===== config.mk =====
export PLATFORM = sky130hd
export DESIGN_NAME = muldiv_unit
export DESIGN_NICKNAME = d
export VERILOG_FILES = /design/src/rtl/muldiv_unit_pkg.sv /design/src/rtl/muldiv_unit.sv
export SDC_FILE = /design/constraint.sdc
export NUM_CORES = 1
export LEC_CHECK = 0
export CAP_MARGIN = 20
export CORE_MARGIN = 2
export CORE_UTILIZATION = 59
export CTS_CLUSTER_SIZE = 25
export DETAILED_ROUTE_END_ITERATION = 6
export PLACE_DENSITY = 0.89
export SETUP_SLACK_MARGIN = 0.3
export SKIP_LAST_GASP = 1
export SLEW_MARGIN = 10
export SYNTH_ARGS = -nofsm -noshare
export SYNTH_HDL_FRONTEND = slang
export SYNTH_SLANG_ARGS = --single-unit

===== constraint.sdc =====
create_clock -name clock -period 6.4 [get_ports clock]
set_clock_uncertainty 0.1 [all_clocks]
set_input_delay 1.28 -clock clock [delete_from_list [all_inputs] [get_ports clock]]
set_output_delay 1.28 -clock clock [all_outputs]
set_load 0.05 [all_outputs]

===== src/rtl/muldiv_unit_pkg.sv =====
// Shared types for the 8051 MUL AB / DIV AB execution unit.
// State encodings live here so the decoder and integrator see the same values.
package muldiv_unit_pkg;

  typedef enum logic [1:0] {
    MD_IDLE = 2'd0,
    MD_MUL  = 2'd1,
    MD_DIV  = 2'd2,
    MD_DONE = 2'd3
  } md_state_e;

  function automatic logic md_active(input md_state_e s);
    return (s != MD_IDLE);
  endfunction

endpackage


===== src/rtl/muldiv_unit.sv =====
// Iterative MUL AB / DIV AB unit: one operand bit per cycle over a shared shift register,
// results returned through single-cycle ACC / B / PSW write strobes.
//
// state   | meaning
// --------+-----------------------------------------------------------
// MD_IDLE | waiting for start_mul / start_div, operands captured on start
// MD_MUL  | shift-add, one multiplier bit per cycle, LSB first
// MD_DIV  | restoring division, one quotient bit per cycle, MSB first
// MD_DONE | one-cycle result / flag strobe, then back to idle
module muldiv_unit
  import muldiv_unit_pkg::*;
#(
  parameter int WIDTH = 8
) (
  input  logic             clock,
  input  logic             reset,
  input  logic             start_mul,
  input  logic             start_div,
  input  logic [WIDTH-1:0] acc_in,
  input  logic [WIDTH-1:0] b_in,
  output logic             busy,
  output logic             done,
  output logic             acc_wr,
  output logic [WIDTH-1:0] acc_out,
  output logic             b_wr,
  output logic [WIDTH-1:0] b_out,
  output logic             psw_wr,
  output logic             cy_out,
  output logic             ov_out
);

  localparam int CW = (WIDTH > 1) ? $clog2(WIDTH) : 1;
  localparam logic [CW-1:0] CNT_LAST = CW'(WIDTH - 1);

  md_state_e          state, state_n;
  // MUL: full product. DIV: {remainder, dividend shifting into quotient}.
  logic [2*WIDTH-1:0] work, work_n;
  logic [WIDTH-1:0]   opnd, opnd_n;
  logic               op_div, op_div_n;
  logic               div0, div0_n;
  logic [CW-1:0]      cnt, cnt_n;

  logic [WIDTH:0]     mul_sum;
  logic [WIDTH:0]     div_trial;
  logic [WIDTH:0]     div_diff;

  always_ff @(posedge clock or negedge reset) begin
    if (!reset) begin
      state  <= MD_IDLE;
      work   <= '0;
      opnd   <= '0;
      op_div <= 1'b0;
      div0   <= 1'b0;
      cnt    <= '0;
    end else begin
      state  <= state_n;
      work   <= work_n;
      opnd   <= opnd_n;
      op_div <= op_div_n;
      div0   <= div0_n;
      cnt    <= cnt_n;
    end
  end

  always_comb begin
    mul_sum   = {1'b0, work[2*WIDTH-1:WIDTH]} + (work[0] ? {1'b0, opnd} : '0);
    div_trial = {work[2*WIDTH-1:WIDTH], work[WIDTH-1]};
    // Borrow out of the W+1-bit subtract means the trial remainder is below the divisor.
    div_diff  = div_trial - {1'b0, opnd};
  end

  always_comb begin
    state_n  = state;
    work_n   = work;
    opnd_n   = opnd;
    op_div_n = op_div;
    div0_n   = div0;
    cnt_n    = cnt;
    case (state)
      MD_IDLE: begin
        if (start_mul) begin
          state_n  = MD_MUL;
          work_n   = {{WIDTH{1'b0}}, b_in};
          opnd_n   = acc_in;
          op_div_n = 1'b0;
          div0_n   = 1'b0;
          cnt_n    = '0;
        end else if (start_div) begin
          work_n   = {{WIDTH{1'b0}}, acc_in};
          opnd_n   = b_in;
          op_div_n = 1'b1;
          cnt_n    = '0;
          if (b_in == '0) begin
            state_n = MD_DONE;
            div0_n  = 1'b1;
          end else begin
            state_n = MD_DIV;
            div0_n  = 1'b0;
          end
        end
      end
      MD_MUL: begin
        work_n = {mul_sum, work[WIDTH-1:1]};
        cnt_n  = cnt + 1'b1;
        if (cnt == CNT_LAST) state_n = MD_DONE;
      end
      MD_DIV: begin
        if (!div_diff[WIDTH])
          work_n = {div_diff[WIDTH-1:0], work[WIDTH-2:0], 1'b1};
        else
          work_n = {div_trial[WIDTH-1:0], work[WIDTH-2:0], 1'b0};
        cnt_n = cnt + 1'b1;
        if (cnt == CNT_LAST) state_n = MD_DONE;
      end
      MD_DONE: state_n = MD_IDLE;
      default: state_n = MD_IDLE;
    endcase
  end

  always_comb begin
    busy    = md_active(state);
    done    = 1'b0;
    acc_wr  = 1'b0;
    b_wr    = 1'b0;
    psw_wr  = 1'b0;
    acc_out = '0;
    b_out   = '0;
    cy_out  = 1'b0;
    ov_out  = 1'b0;
    if (state == MD_DONE) begin
      done   = 1'b1;
      psw_wr = 1'b1;
      if (div0) begin
        ov_out = 1'b1;
      end else begin
        acc_wr  = 1'b1;
        b_wr    = 1'b1;
        acc_out = work[WIDTH-1:0];
        b_out   = work[2*WIDTH-1:WIDTH];
        ov_out  = op_div ? 1'b0 : |work[2*WIDTH-1:WIDTH];
      end
    end
  end

endmodule


# Yosys cells after proc, flatten, opt, wreduce, memory -nomap -nowiden
# Index checks and enable logic that the tools add are counted.
# totals
ff_bits	31
inputBits	20
out_inout_bits	23
word_cells	57
# classes
n_addsub	3
eq_ne	6
muxes	30
reduce_logical	12
# op_table
op	count
2-to-1 mux 8 bit	7
2-to-1 mux 16 bit	3
one-hot mux 16 bit (3 select lines)	1
2-to-1 mux 1 bit	12
adder 8 x 8 -> 9 bit	1
subtractor 9 x 8 -> 9 bit	1
zero test 8 bit	1
AND reduction 2 bit	4
OR reduction 8 bit	1
2-to-1 mux 2 bit	3
2-to-1 mux 3 bit	2
one-hot mux 2 bit (3 select lines)	1
one-hot mux 3 bit (2 select lines)	1
nonzero test 2 bit	3
equality test 2 bit, second input constant	2
adder 3 x 1 -> 3 bit, second input constant	1
equality test 3 bit, second input constant	1
!= test 3 bit, second input constant	1
nonzero test 3 bit	1
equality test 2 x 1 -> 1 bit, second input constant	1
zero test 2 bit	1
!= test 2 x 1 -> 1 bit, second input constant	1
OR reduction 2 bit	1

# Depth between registers and ports, before layout
# depth
ltp_word	5
ltp_mapped	11
ltp_nobuf	10

# Worst setup path before layout
# OpenSTA, ideal clock, no wires.
# synth_timing
path_type	register to output
startpoint	reg state[0]
endpoint	out acc_out[0]
t_arrival_ns	2.386
required_ns	5.020
setup_slack_ns	2.634
stages_incl_launch_ff	5
path_buffers	1
path_cell_list	dfrtp_1 > ha_1 > nor2b_1 > clkbuf_1 > and2_1
# synth_between
elab_chain_cells	2
# synth_lines
element	line_no	rtl
start, declared	muldiv_unit.sv:35	md_state_e state, state_n;
start signal, assigned	muldiv_unit.sv:56	state <= state_n;
equality test 2 bit	muldiv_unit.sv:130	if (state == MD_DONE) begin
2-to-1 mux 8 bit	muldiv_unit.sv:130	
end, declared	muldiv_unit.sv:24	output logic [WIDTH-1:0] acc_out,
# Every way passes these cells.

# Worst setup path after layout
# layout_timing
startpoint	reg state[0]
endpoint	out acc_out[6]
# Same word-level chain as after synthesis.

==> impl_metrics.env <==
export IMPL_path_clk_slew_ns=0.08
export IMPL_synth_adder_area_share=0.1151
export IMPL_cp_max_fo=12
export IMPL_vias_per_cell=6.386
export IMPL_num_nets_final=395
export IMPL_die_width_um=72.15
export IMPL_dpl_hpwl_mm=5.263
export IMPL_crit_type="flip-flop to output port"
export IMPL_endpoint="acc_out[6]"
export IMPL_antenna_found_initial=0
export IMPL_layout_commonest_cell="clkdlybuf4s50_1"
export IMPL_vias=2580
export IMPL_worst_path_buf_inv=2
export IMPL_r2r_start="work[7]$_DFFE_PN0P_"
export IMPL_syn_inst=317
export IMPL_p_switching_mw=0.9460
export IMPL_path_delay_family="buffers and inverters"
export IMPL_crit_path_start="state[0]$_DFFE_PN0P_"
export IMPL_min_path_type="flip-flop to flip-flop"
export IMPL_dr_first_iter_drc_count=202
export IMPL_dieArea_um2=5206
export IMPL_setup_worst_path_end_class="output port"
export IMPL_synth_flop_cell="dfrtp_1"
export IMPL_hold_viol_final=0
export IMPL_synth_avg_cell_area_um2=8.644
export IMPL_synthArstFlopShare=1.000
export IMPL_yosysSeqAreaShare=0.2831
export IMPL_ios=43
export IMPL_p_seq_frac=0.228
export IMPL_synth_top_family_by_area="compound AO/OA/AOI/OAI gates"
export IMPL_maxSlewViolCount=0
export IMPL_yosys_warnings=0
export IMPL_required_ns=5.02
export IMPL_drc=0
export IMPL_synth_mux_area_fraction=0.04384
export IMPL_grt_pass1_vias=2525
export IMPL_grt_busiest_layer="met2"
export IMPL_area_growth_pct=18.36
export IMPL_leakage_nw=1.375
export IMPL_grt_first_pass_wirelength_mm=11.90
export IMPL_fin_crit_sh=0.6191
export IMPL_synth_cell_types=56
export IMPL_synth_compound_area_share=0.2753
export IMPL_syn_area_um2=2740
export IMPL_post_cts_buffers=0
export IMPL_drt_total_wl_mm=7.035
export IMPL_p_int_mw=0.8701
export IMPL_ctsResizeCount=0
export IMPL_fp_row_count=24
export IMPL_swShare=0.5209
export IMPL_cellPowerDensity_nw_per_um2=560.0
export IMPL_initial_core_util=0.6207
export IMPL_gr_total_overflow=0
export IMPL_htree_levels=2
export IMPL_peakVddDrop_mv=0.3575
export IMPL_numCtsBuffers=5
export IMPL_insertion_delay_ns=0.29
export IMPL_r2r_end="work[8]$_DFFE_PN0P_"
export IMPL_start_kind="flip-flop"
export IMPL_tns_ns=0
export IMPL_track_usage=0.2908
export IMPL_worst_slew_pin_transition_ns=0.7380
export IMPL_combPwrFrac=0.684
export IMPL_instances_no_fill=404
export IMPL_drive_gt1_frac=0.09091
export IMPL_post_drt_wl_per_cell_um=17.41
export IMPL_synth_xor_area_frac=0.02877
export IMPL_rrSetupSlack_ns=3.61
export IMPL_max_freq_mhz=252.4
export IMPL_cp_cell_sequence="ha_1 > nor2b_1 > buf_4 > and2_1 > clkdlybuf4s50_1"
export IMPL_grt_util_met2=0.4842
export IMPL_first_pass_iters=5
export IMPL_synth_ff_latch_count=31
export IMPL_slowest_delay_ns=0.80
export IMPL_clkSinkCount=31
export IMPL_use_met3=0.04306
export IMPL_rsz0062_at_grt="false"
export IMPL_dp_cells=395
export IMPL_die_y_um=72.15
export IMPL_arrival_ns=2.58
export IMPL_core_area_um2=4414
export IMPL_synthesis_nets=361
export IMPL_whs_path_depth=1
export IMPL_holdBufCountCts=0
export IMPL_gr_usage_met1=0.3791
export IMPL_yosys_area_share_simple=0.2000
export IMPL_ant_nets=0
export IMPL_final_cell_mix="clkdlybuf4s50_1, dfrtp_1, nand2_1"
export IMPL_cts_buffer_depth=2
export IMPL_ctsRootBufferMaster="clkbuf_8"
export IMPL_slowest_stage="clkdlybuf4s50_1"
export IMPL_rr_worst_depth=10
export IMPL_status="completed"
export IMPL_cts_tree="done"
export IMPL_synth_edf_count=0
export IMPL_slew_headroom=0.5080
export IMPL_diodes=0
export IMPL_cp_depth=5
export IMPL_portBuffers=41
export IMPL_setup_violations=0
export IMPL_maxCapViolCount=0
export IMPL_place_gp_congestion=0.9365
export IMPL_min_period_ns=3.962
export IMPL_pwr_share_clk=0.088
export IMPL_grt_max_degree=32
## synth_stat cells (7+ instances only)
| cell type | number | area, um2 |
|---|---|---|
| o21ai_0 | 15 | 75.07 |
| inv_1 | 17 | 63.81 |
| nor2b_1 | 7 | 43.79 |
| ha_1 | 22 | 275.3 |
| a21oi_1 | 21 | 105.1 |
| dfrtp_1 | 31 | 775.7 |
| and2_1 | 24 | 150.1 |
| o21ai_1 | 11 | 55.05 |
| nor2_1 | 9 | 33.78 |
| mux2_2 | 8 | 90.09 |
| nand2_1 | 27 | 101.4 |
| clkbuf_1 | 9 | 33.78 |
| o22ai_1 | 16 | 100.1 |
| a22oi_1 | 8 | 60.06 |
## worst min path at each step
stage,endpoint,start,slack (ns)
after global placement,cnt[1]$_DFFE_PN0P_,cnt[1]$_DFFE_PN0P_,0.39
final,cnt[2]$_DFFE_PN0P_,cnt[2]$_DFFE_PN0P_,0.43
after global routing,cnt[1]$_DFFE_PN0P_,cnt[1]$_DFFE_PN0P_,0.45
after detailed placement,cnt[1]$_DFFE_PN0P_,cnt[1]$_DFFE_PN0P_,0.42
after floorplan,opnd[3]$_DFFE_PN0P_,opnd[3]$_DFFE_PN0P_,0.36
after CTS,cnt[2]$_DFFE_PN0P_,cnt[2]$_DFFE_PN0P_,0.44
## through the flow
step | utilization | power (mW) | setup slack, ns | instance area [um2] | hold slack (ns)
after floorplan | - | 1.350 | 2.634 | 2740 | 0.3632
after global placement | 0.7129 | 1.588 | 2.574 | 3147 | 0.3943
after detailed placement | 0.7129 | 1.631 | 2.466 | 3147 | 0.4155
after CTS | 0.7330 | 1.799 | 2.136 | 3236 | 0.4359
after global routing | 0.7347 | 1.963 | 2.294 | 3243 | 0.4503
final | 0.7347 | 1.816 | 2.438 | 3243 | 0.4316
## state kept, by name, indices dropped and copies added, names as in the netlist
| signal | count |
|---|---|
| state | 2 |
| work | 16 |
| opnd | 8 |
| div0 | 1 |
| cnt | 3 |
| op_div | 1 |
## power by group through the flow
stage                     sequential (mW)  combinational, mW  clock (mW)
after floorplan                     0.364              0.986           0
after global placement              0.406               1.18           0
after detailed placement            0.412               1.22           0
after CTS                           0.409               1.23       0.160
after global routing                0.427               1.37       0.167
final                               0.414               1.24       0.159
## final cells by class
cell class,count,area [um2]
Multi-Input combinational cell,252,1821
Timing Repair Buffer,43,425.4
Inverter,18,67.56
Sequential cell,31,775.7
Clock buffer,5,68.82
Clock inverter,3,20.02
Fill cell,340,1171
Tap cell,52,65.06
## layer usage
metal / up-vias / part of all wire
met5: - / 0
met4: 0 / 0.011
met3: 12 / 0.068
met2: 122 / 0.51
met1: 1221 / 0.41
li1: 1225 / -
## logic make-up after synthesis
kind of cell,after synthesis
AOI/OAI and AO/OA,109
buffers and inverters,34
other,1
and+or+nand+nor,98
muxes,11
adders and majority gates,24
DFF,31
xor gates and xnor gates,9
(Power assumes the default switching activity.)
